`config.mk`:
```
export PLATFORM = sky130hd
export DESIGN_NAME = conv3x3_stream_flat
export DESIGN_NICKNAME = d
export VERILOG_FILES = /design/src/rtl/conv3x3_stream_if.sv /design/src/rtl/conv3x3_stream.sv /design/src/flat_wrapper.sv
export SDC_FILE = /design/constraint.sdc
export NUM_CORES = 2
export LEC_CHECK = 0
export CAP_MARGIN = 25
export CORE_MARGIN = 8
export CORE_UTILIZATION = 31
export DETAILED_ROUTE_END_ITERATION = 7
export PLACE_DENSITY = 0.52
export SLEW_MARGIN = 30
export SYNTH_ARGS = -nofsm -noshare
export SYNTH_HDL_FRONTEND = slang
export SYNTH_MEMORY_MAX_BITS = 65536
export SYNTH_SLANG_ARGS = --single-unit
```
`constraint.sdc`:
```
create_clock -name clk -period 22.9 [get_ports clk]
set_input_delay 4.58 -clock clk [delete_from_list [all_inputs] [get_ports clk]]
set_output_delay 4.58 -clock clk [all_outputs]
set_load 0.05 [all_outputs]
```
`src/rtl/conv3x3_stream_if.sv`:
```
// Pixel stream bundle: input stream (s_*) into the engine, output stream (m_*) out of it.
// The engine uses the slave view; the environment driving it uses the master view.
interface conv3x3_stream_if #(
  parameter int DATA_W = 8
) ();
  logic              s_valid;
  logic              s_ready;
  logic [DATA_W-1:0] s_data;
  logic              m_valid;
  logic              m_ready;
  logic [DATA_W-1:0] m_data;

  modport slave (
    input  s_valid, s_data, m_ready,
    output s_ready, m_valid, m_data
  );

  modport master (
    output s_valid, s_data, m_ready,
    input  s_ready, m_valid, m_data
  );
endinterface

```
`src/rtl/conv3x3_stream.sv`:
```
// Streaming 3x3 convolution with zero-padded borders, two line buffers and a
// runtime-programmable signed kernel; output is shifted and clamped to pixel range.
module conv3x3_stream #(
  parameter int DATA_W = 8,
  parameter int COEF_W = 4,
  parameter int IMG_W  = 256,
  parameter int IMG_H  = 256,
  parameter int SHIFT  = 4
) (
  input  logic                     clk,
  input  logic                     rst,
  input  logic                     start,
  input  logic                     coef_we,
  input  logic [3:0]               coef_addr,
  input  logic signed [COEF_W-1:0] coef_data,
  conv3x3_stream_if.slave          bus,
  output logic                     busy,
  output logic                     done
);

  localparam int XW    = $clog2(IMG_W + 1);
  localparam int YW    = $clog2(IMG_H + 1);
  localparam int ACC_W = DATA_W + COEF_W + 5;
  localparam logic signed [ACC_W-1:0] MAXV = ACC_W'((1 << DATA_W) - 1);

  localparam logic [1:0] ST_IDLE = 2'd0;
  localparam logic [1:0] ST_RUN  = 2'd1;
  localparam logic [1:0] ST_DONE = 2'd2;

  logic [1:0]               state;
  logic [XW-1:0]            vx;
  logic [YW-1:0]            vy;
  logic                     flushed;
  logic signed [COEF_W-1:0] coef [9];

  logic [DATA_W-1:0] lb1 [IMG_W+1];
  logic [DATA_W-1:0] lb2 [IMG_W+1];
  logic [DATA_W-1:0] w1 [3];
  logic [DATA_W-1:0] w2 [3];
  logic [DATA_W-1:0] nc [3];
  logic [DATA_W-1:0] tap [9];

  logic                    real_pos, slot_free, step, emit;
  logic [DATA_W-1:0]       sample;
  logic signed [ACC_W-1:0] prod [9];
  logic signed [ACC_W-1:0] acc, shifted;
  logic [DATA_W-1:0]       result;

  always_comb begin
    real_pos    = (vx < XW'(IMG_W)) && (vy < YW'(IMG_H));
    slot_free   = !bus.m_valid || bus.m_ready;
    bus.s_ready = (state == ST_RUN) && !flushed && real_pos && slot_free;
    step        = (state == ST_RUN) && !flushed && slot_free && (!real_pos || bus.s_valid);
    emit        = step && (vx != '0) && (vy != '0);
    busy        = (state == ST_RUN);
    done        = (state == ST_DONE);
    sample      = real_pos ? bus.s_data : '0;

    // Rows above the frame may hold stale line-buffer data from the last frame.
    nc[0] = (vy > YW'(1)) ? lb2[vx] : '0;
    nc[1] = (vy != '0)    ? lb1[vx] : '0;
    nc[2] = sample;

    for (int unsigned r = 0; r < 3; r++) begin
      tap[r*3]     = (vx == XW'(1)) ? '0 : w1[r];
      tap[r*3 + 1] = w2[r];
      tap[r*3 + 2] = nc[r];
    end

    acc = '0;
    for (int unsigned i = 0; i < 9; i++) begin
      prod[i] = $signed({{(ACC_W-DATA_W){1'b0}}, tap[i]}) *
                $signed({{(ACC_W-COEF_W){coef[i][COEF_W-1]}}, coef[i]});
      acc     = acc + prod[i];
    end
    shifted = acc >>> SHIFT;

    if (shifted[ACC_W-1])   result = '0;
    else if (shifted > MAXV) result = '1;
    else                     result = shifted[DATA_W-1:0];
  end

  always_ff @(posedge clk or posedge rst) begin
    if (rst) begin
      state       <= ST_IDLE;
      vx          <= '0;
      vy          <= '0;
      flushed     <= 1'b0;
      bus.m_valid <= 1'b0;
      bus.m_data  <= '0;
      for (int unsigned i = 0; i < 9; i++)
        coef[i] <= (i == 4) ? COEF_W'(4) : ((i % 2) == 1) ? COEF_W'(2) : COEF_W'(1);
    end else begin
      case (state)
        ST_IDLE: begin
          if (coef_we && (coef_addr < 4'd9))
            coef[coef_addr] <= coef_data;
          if (start) begin
            state   <= ST_RUN;
            vx      <= '0;
            vy      <= '0;
            flushed <= 1'b0;
          end
        end
        ST_RUN: begin
          if (step) begin
            if (vx == XW'(IMG_W)) begin
              vx <= '0;
              if (vy == YW'(IMG_H)) flushed <= 1'b1;
              else                  vy      <= vy + 1'b1;
            end else begin
              vx <= vx + 1'b1;
            end
          end
          if (flushed && bus.m_valid && bus.m_ready)
            state <= ST_DONE;
        end
        default: state <= ST_IDLE;
      endcase

      if (emit) begin
        bus.m_valid <= 1'b1;
        bus.m_data  <= result;
      end else if (bus.m_ready) begin
        bus.m_valid <= 1'b0;
      end
    end
  end

  // Line buffers and window carry no reset; stale taps are masked above.
  always_ff @(posedge clk) begin
    if (step) begin
      lb1[vx] <= sample;
      lb2[vx] <= lb1[vx];
      w1      <= w2;
      w2      <= nc;
    end
  end

endmodule

```
`src/flat_wrapper.sv`:
```
// flat-port wrapper written by rule: the top's interface ports become plain ports
module conv3x3_stream_flat 
#(
  parameter int DATA_W = 8,
  parameter int COEF_W = 4,
  parameter int IMG_W  = 256,
  parameter int IMG_H  = 256,
  parameter int SHIFT  = 4
)
  (clk, rst, start, coef_we, coef_addr, coef_data, busy, done, bus_s_valid, bus_s_data, bus_m_ready, bus_s_ready, bus_m_valid, bus_m_data);
  conv3x3_stream_if #(.DATA_W(DATA_W)) bus_i ();
  input  logic clk;
  input  logic rst;
  input  logic start;
  input  logic coef_we;
  input  logic [3:0] coef_addr;
  input  logic signed [COEF_W-1:0] coef_data;
  output logic busy;
  output logic done;
  input wire logic [$bits(bus_i.s_valid)-1:0] bus_s_valid;
  input wire logic [$bits(bus_i.s_data)-1:0] bus_s_data;
  input wire logic [$bits(bus_i.m_ready)-1:0] bus_m_ready;
  output wire logic [$bits(bus_i.s_ready)-1:0] bus_s_ready;
  output wire logic [$bits(bus_i.m_valid)-1:0] bus_m_valid;
  output wire logic [$bits(bus_i.m_data)-1:0] bus_m_data;
  assign bus_i.s_valid = bus_s_valid;
  assign bus_i.s_data = bus_s_data;
  assign bus_i.m_ready = bus_m_ready;
  assign bus_s_ready = bus_i.s_ready;
  assign bus_m_valid = bus_i.m_valid;
  assign bus_m_data = bus_i.m_data;
  conv3x3_stream #(.DATA_W(DATA_W), .COEF_W(COEF_W), .IMG_W(IMG_W), .IMG_H(IMG_H), .SHIFT(SHIFT)) u_core (.clk(clk), .rst(rst), .start(start), .coef_we(coef_we), .coef_addr(coef_addr), .coef_data(coef_data), .bus(bus_i), .busy(busy), .done(done));
endmodule
```
## Word-level counts from Yosys, hierarchy flattened

Memories as Yosys holds them, arrays and structs flattened.
Index checks and enable logic that the tools add are counted.

- Add/subtract/negate cells: 10
- $mul: 9
- Magnitude comparators: 7
- Equal/unequal tests: 11
- Muxes and demuxes: 31
- Bitwise operators: 1
- Reductions and logical operators: 27

Operators by type and width:

| kind | number |
|---|---|
| adder 17 bit | 7 |
| multiplier 9 x 4 -> 13 bit | 9 |
| 2-to-1 mux 8 bit | 8 |
| 2-to-1 mux 9 bit | 6 |
| bitwise mux 36 bit | 1 |
| one-hot mux 9 bit (2 select lines) | 2 |
| adder 9 x 1 -> 9 bit (second input constant) | 2 |
| == test 9 bit (second input constant) | 2 |
| < comparator 9 bit (second input constant) | 2 |
| nonzero test 9 bit | 2 |
| adder 17 x 13 -> 17 bit | 1 |
| demux 4 bit (select 4 bit) | 1 |
| > comparator 13 x 9 -> 1 bit (second input constant) | 1 |
| logical AND 1 bit | 12 |
| AND reduction 5 bit | 2 |
| == test 9 x 1 -> 1 bit (second input constant) | 1 |
| > comparator 9 x 1 -> 1 bit (second input constant) | 1 |
| 2-to-1 mux 1 bit | 8 |
| inequality test 2 x 1 -> 1 bit (second input constant) | 4 |
| greater-or-equal comparator 5 bit (second input constant) | 1 |
| < comparator 5 x 1 -> 1 bit (second input constant) | 1 |
| NOT 4 -> 5 bit | 1 |
| < comparator 4 bit (second input constant) | 1 |
| 2-to-1 mux 2 bit | 2 |
| other kinds (12) | 18 |

- Register bits: 114
- Bits in writable memories: 4112
- Input bits: 22
- Output and inout port bits: 12
- Word-level logic and storage cells: 119
- Memories: 2

Memories:

| memory | words | bits a word | rd ports | clocked after memory_dff | wr ports | RTL line | text |
|---|---|---|---|---|---|---|---|
| u_core.lb1 | 257 | 8 | 1 | 0 | 1 | conv3x3_stream.sv:36 | `logic [DATA_W-1:0] lb1 [IMG_W+1];` |
| u_core.lb2 | 257 | 8 | 1 | 0 | 1 | conv3x3_stream.sv:37 | `logic [DATA_W-1:0] lb2 [IMG_W+1];` |

## Depth between registers and ports, before layout

- Word-level depth: 14
- Mapped depth: 44
- Gate-level depth less buffers: 40

## Worst setup path after synthesis

OpenSTA, ideal clock, no wires.

- Kind: register to register
- Start point: register u_core.vx[0]
- End point: register u_core.bus.m_data[2]
- Setup time: 0.087 ns
- Arrival time: 15.191 ns
- Required time: 22.813 ns
- Path slack: 7.621 ns
- Cell stages (with the launch flop): 39
- Path buffers: 5
- Period minus slack after synthesis: 15.279 ns
- Path through: dfrtp_1 buf_6 buf_6 buf_6 buf_6 buf_2 mux4_2 mux4_2 a22oi_1 nand4_1 nand3_1 fa_1 fa_1 inv_1 fa_1 ha_1 inv_1 fa_1 (+3 left out) a21oi_1 o21bai_1 xnor2_1 fa_1 fa_1 fa_1 inv_1 fa_1 fa_1 ha_1 a21o_1 a21oi_1 nor2_1 or2_2 or2_2 a211oi_1 a21oi_1 a22oi_1

- Cells in the longest elaborated chain, start to end: 14
- Elaborated cells between the ends (all ways): 34
- Those cells by class: 8 x add/sub; 6 x mul; 2 x order compare; 1 x eq/ne; 8 x mux; 7 x reduce/logical; 2 x memory

Ends and longest elaborated chain:

| item | RTL line | text |
|---|---|---|
| from (decl) | conv3x3_stream.sv:31 | `logic [XW-1:0] vx;` |
| from (signal assigned) | conv3x3_stream.sv:112 | `vx <= vx + 1'b1;` |
| == test 9 x 1 -> 1 bit | conv3x3_stream.sv:65 | `tap[r*3] = (vx == XW'(1)) ? '0 : w1[r];` |
| 2-to-1 mux 8 bit | conv3x3_stream.sv:65 |  |
| multiplier 9 x 4 -> 13 bit | conv3x3_stream.sv:72 | `prod[i] = $signed({{(ACC_W-DATA_W){1'b0}}, tap[i]}) *` |
| adder 17 bit (7 in series) | conv3x3_stream.sv:74 | `acc = acc + prod[i];` |
| adder 17 x 13 -> 17 bit | conv3x3_stream.sv:74 |  |
| > comparator 13 x 9 -> 1 bit | conv3x3_stream.sv:79 | `else if (shifted > MAXV) result = '1;` |
| 2-to-1 mux 8 bit | conv3x3_stream.sv:79 |  |
| 2-to-1 mux 8 bit | conv3x3_stream.sv:78 | `if (shifted[ACC_W-1]) result = '0;` |
| to (signal assigned) | conv3x3_stream.sv:123 | `bus.m_data <= result;` |
| to (decl) | conv3x3_stream_if.sv:15 | `output s_ready, m_valid, m_data` |

Several ways; a longest one is shown, not always the timed one.
A chain may end at the register's enable or synchronous reset.

## Worst setup path in the final report

- Start point: register u_core.vx[0]
- End point: register u_core.bus.m_data[7]

Same word-level chain as after synthesis.

==> impl_results.md <==
- DRC viols: 0
- Crit path max-delay cell type: dfrtp_4
- DR vias/cell: 5.24
- Prevailing post-synth register cell: edfxtp_1
- Die H: 766 um
- Cell Area, Synth: 0.174 mm2
- Hold Path Class: reg2reg
- Syn nets: 8936
- Final critical-path share of the clock period: 0.639
- Number of buffers created by CTS: 435
- Largest net degree at the start of global routing: 203
- Io pins: 34
- Max Freq: 68.3 MHz
- Synth unique cells: 84
- Clock buffer depth: 4
- DIE AREA: 0.587 mm2
- Placer congestion estimate: 0.847
- VDD IR max: 0.916 mV
- Final net count: 9433
- Die Wd: 766 um
- Flops & latches, synth: 4226
- Maxcap violations: 0
- Leak: 64.2 nW
- CTS tree: yes
- Setup TNS: 0 ps
- Pre-CTS setup slack: 8170 ps
- Syn. warnings: 0
- WP data required: 23820 ps
- Post-CTS Hold Buffers: 0
- Async set or reset register ratio after synthesis: 0.0156
- Clk_skew: 89.7 ps
- Relative slew margins: 0.258
- Sequential-to-total area share from yosys stat: 0.726
- Syn Inst Count: 8460
- H-tree depth: 5
- Clk Latency, worst-skew pair: 1030 ps
- Number of flops mapped to enable cells by yosys: 4160
- Status: finished, final reports clean
- Kind of end point of the critical path: flop
- Crit-path max cell delay: 940 ps
- Initial DRC Count: 10500
- Global-route wire length before repair: 730 mm
- Routed WL per cell: 31.2 um
- Port Buffers: 33
- Postcts setup bufs: 0
- Layout cell share with drive strength beyond 1: 0.273
- Core Region: 0.561 mm2
- Setup Crit Path Kind: reg2reg
- Most used cell, CP: fa_1
- GR Overflow Total: 0
- Slew Viols, Final: 0
- Antenna Nets Post-Route: 0
- Dpl hpwl: 321 mm
- Fin crit period: 14640 ps
- GRT Total Usage: 0.174
- CP max FO: 79
- Site Rows: 275
- Initial core utilization: 0.311
- Unrepaired setup endpoints after global routing: no
- DP Cell Count: 16000
- Routed Wire Length: 525 mm
- Least-Margin Pin Slew: 1100 ps
- Initial antenna violation count: 32
- Final setup margin: 8260 ps
- Startpoint Class: flop
- Vias: 88200
- Final-report hold violation count: 0
- Pre-antenna DRT Iters: 6
- Non-filler cells, final: 16800
- Root Driver: clkbuf_16
- Clock sinks: 4226
- Final setup vio count: 0
- Vias in the first global route: 90700
- CTS resizes: 0
- Power density cells: 160 mW/mm2
- Clock-pin slew on the worst setup and hold paths: 60 ps
- Syn_area_per_cell: 20.6 um2
- Syn-to-layout area delta: 15.1%
- Arrival time worst endpoint: 15560 ps
-- placed cells by master, fill, tap and decap left out, types with 23 or more instances in the layout --
cell	Yosys	layout
a211oi_1	29	25
a21oi_1	123	122
a221oi_1	23	23
a22oi_1	47	47
and2_1	65	56
and3_1	54	54
buf_4	56	398
bufinv_16	0	42
clkbuf_1	143	90
clkbuf_16	0	439
clkdlybuf4s50_1	0	31
clkinv_1	0	112
clkinv_2	0	70
dfrtp_1	57	50
edfxtp_1	4160	4160
fa_1	220	220
ha_1	234	234
inv_1	344	338
mux2_2	41	41
mux2i_1	167	166
mux4_2	1149	1149
nand2_1	350	332
nand2b_1	46	45
nand3_1	43	38
nor2_1	367	172
nor2_2	1	169
nor2_4	0	27
nor2b_1	27	24
nor3_1	41	26
o21ai_0	73	68
o21bai_1	23	23
o22ai_1	48	48
xnor2_1	45	45
xor2_1	23	23
-- logic make-up after synthesis --
logic type               after synthesis  synth area share
multiplexers                        1357             0.161
XOR/XNOR                              69           0.00354
adder cells (fa/ha/maj)              454            0.0420
flip-flops                          4226             0.726
buffers and inverters                752            0.0197
AND/OR/NAND/NOR                     1086            0.0286
AO/OA/AOI/OAI                        516            0.0199
-- cells in the mapped netlist (23+ instances only) --
cell / count / area, um2
nand2b_1: 46 / 288
buf_1: 49 / 184
clkbuf_1: 143 / 537
ha_1: 234 / 2930
nand3_1: 43 / 215
dfrtp_1: 57 / 1430
a21oi_1: 123 / 616
nor2b_1: 27 / 169
inv_1: 344 / 1290
nor3_1: 41 / 205
a22oi_1: 47 / 353
xor2_1: 23 / 201
o21ai_0: 73 / 365
buf_6: 32 / 360
edfxtp_1: 4160 / 125000
mux2i_1: 167 / 1670
mux2_2: 41 / 462
a221oi_1: 23 / 201
buf_4: 56 / 420
o21bai_1: 23 / 173
mux4_2: 1149 / 25900
fa_1: 220 / 4400
xnor2_1: 45 / 394
nor2_1: 367 / 1380
and2_1: 65 / 407
a211oi_1: 29 / 218
and3_1: 54 / 338
nand2_1: 350 / 1310
buf_2: 125 / 626
o22ai_1: 48 / 300
-- power breakdown --
group	switching (W)	total (W)	internal, W	leakage, nW
Sequential	0.000141	0.0105	0.0104	38.3
Combinational	0.00933	0.0145	0.00518	19.1
Clock	0.00304	0.00705	0.00400	6.82
Total	0.0125	0.0321	0.0196	64.2
-- cell type report --
type | count | area, um2
Antenna cell | 13 | 32.5
Clock buffer | 530 | 11300
Clock inverter | 268 | 2720
Fill cell | 51600 | 360000
Inverter | 347 | 1360
Multi-Input combinational cell | 3482 | 45400
Sequential cell | 4226 | 127000
Tap cell | 7479 | 9360
Timing Repair Buffer | 465 | 3920
-- critical path: cells and delay by family (launching register included) --
family          cells  cell delay [ps]
fa+ha+maj          10             4330
buf+inv             6             3110
compound gates      9             2680
simple gates        5             1830
flops               1              940
xor+xnor            1              210
mux                 2             1100
-- through the flow --
step | power (W) | util | hold WS, ps | instance area (um2)
2_1_floorplan | 0.0207 | - | 472 | 174000
3_3_place_gp | 0.0252 | 0.332 | 511 | 186000
3_5_place_dp | 0.0253 | 0.332 | 511 | 186000
4_1_cts | 0.0324 | 0.357 | 525 | 200000
5_1_grt | 0.0340 | 0.358 | 560 | 201000
6_report | 0.0321 | 0.358 | 526 | 201000
-- registers in the layout, summed over array words and instances (netlist names) --
name                count
u_core.vx               9
u_core.w1              24
u_core.state            2
u_core.coef            36
u_core.vy               9
u_core.flushed          1
u_core.tap             24
u_core.lb2           2056
u_core.bus.m_valid      1
u_core.bus.m_data       8
u_core.lb1           2056
-- final timing paths --
path	from	to	slack, ps	depth (start not counted)
min reg2reg	u_core.bus.m_data[4]	u_core.bus.m_data[4]	530	2
max	u_core.vx[0]	u_core.bus.m_data[7]	8260	33
max in group asynchronous	rst	u_core.vx[0]	17820	3
min in group asynchronous	rst	u_core.coef[1]	3940	2
min	u_core.bus.m_data[4]	u_core.bus.m_data[4]	530	2
max reg2reg	u_core.vx[0]	u_core.bus.m_data[7]	8260	33
-- routing by layer --
metal,part of all wire,GRT usage,vias up
met3,0.073,0.0298,822
li1,-,-,35500
met2,0.48,0.285,3659
met4,0.044,0.0671,2
met1,0.40,0.230,48200
met5,0.000025,0,-
Power figures use the tool's default switching activity.
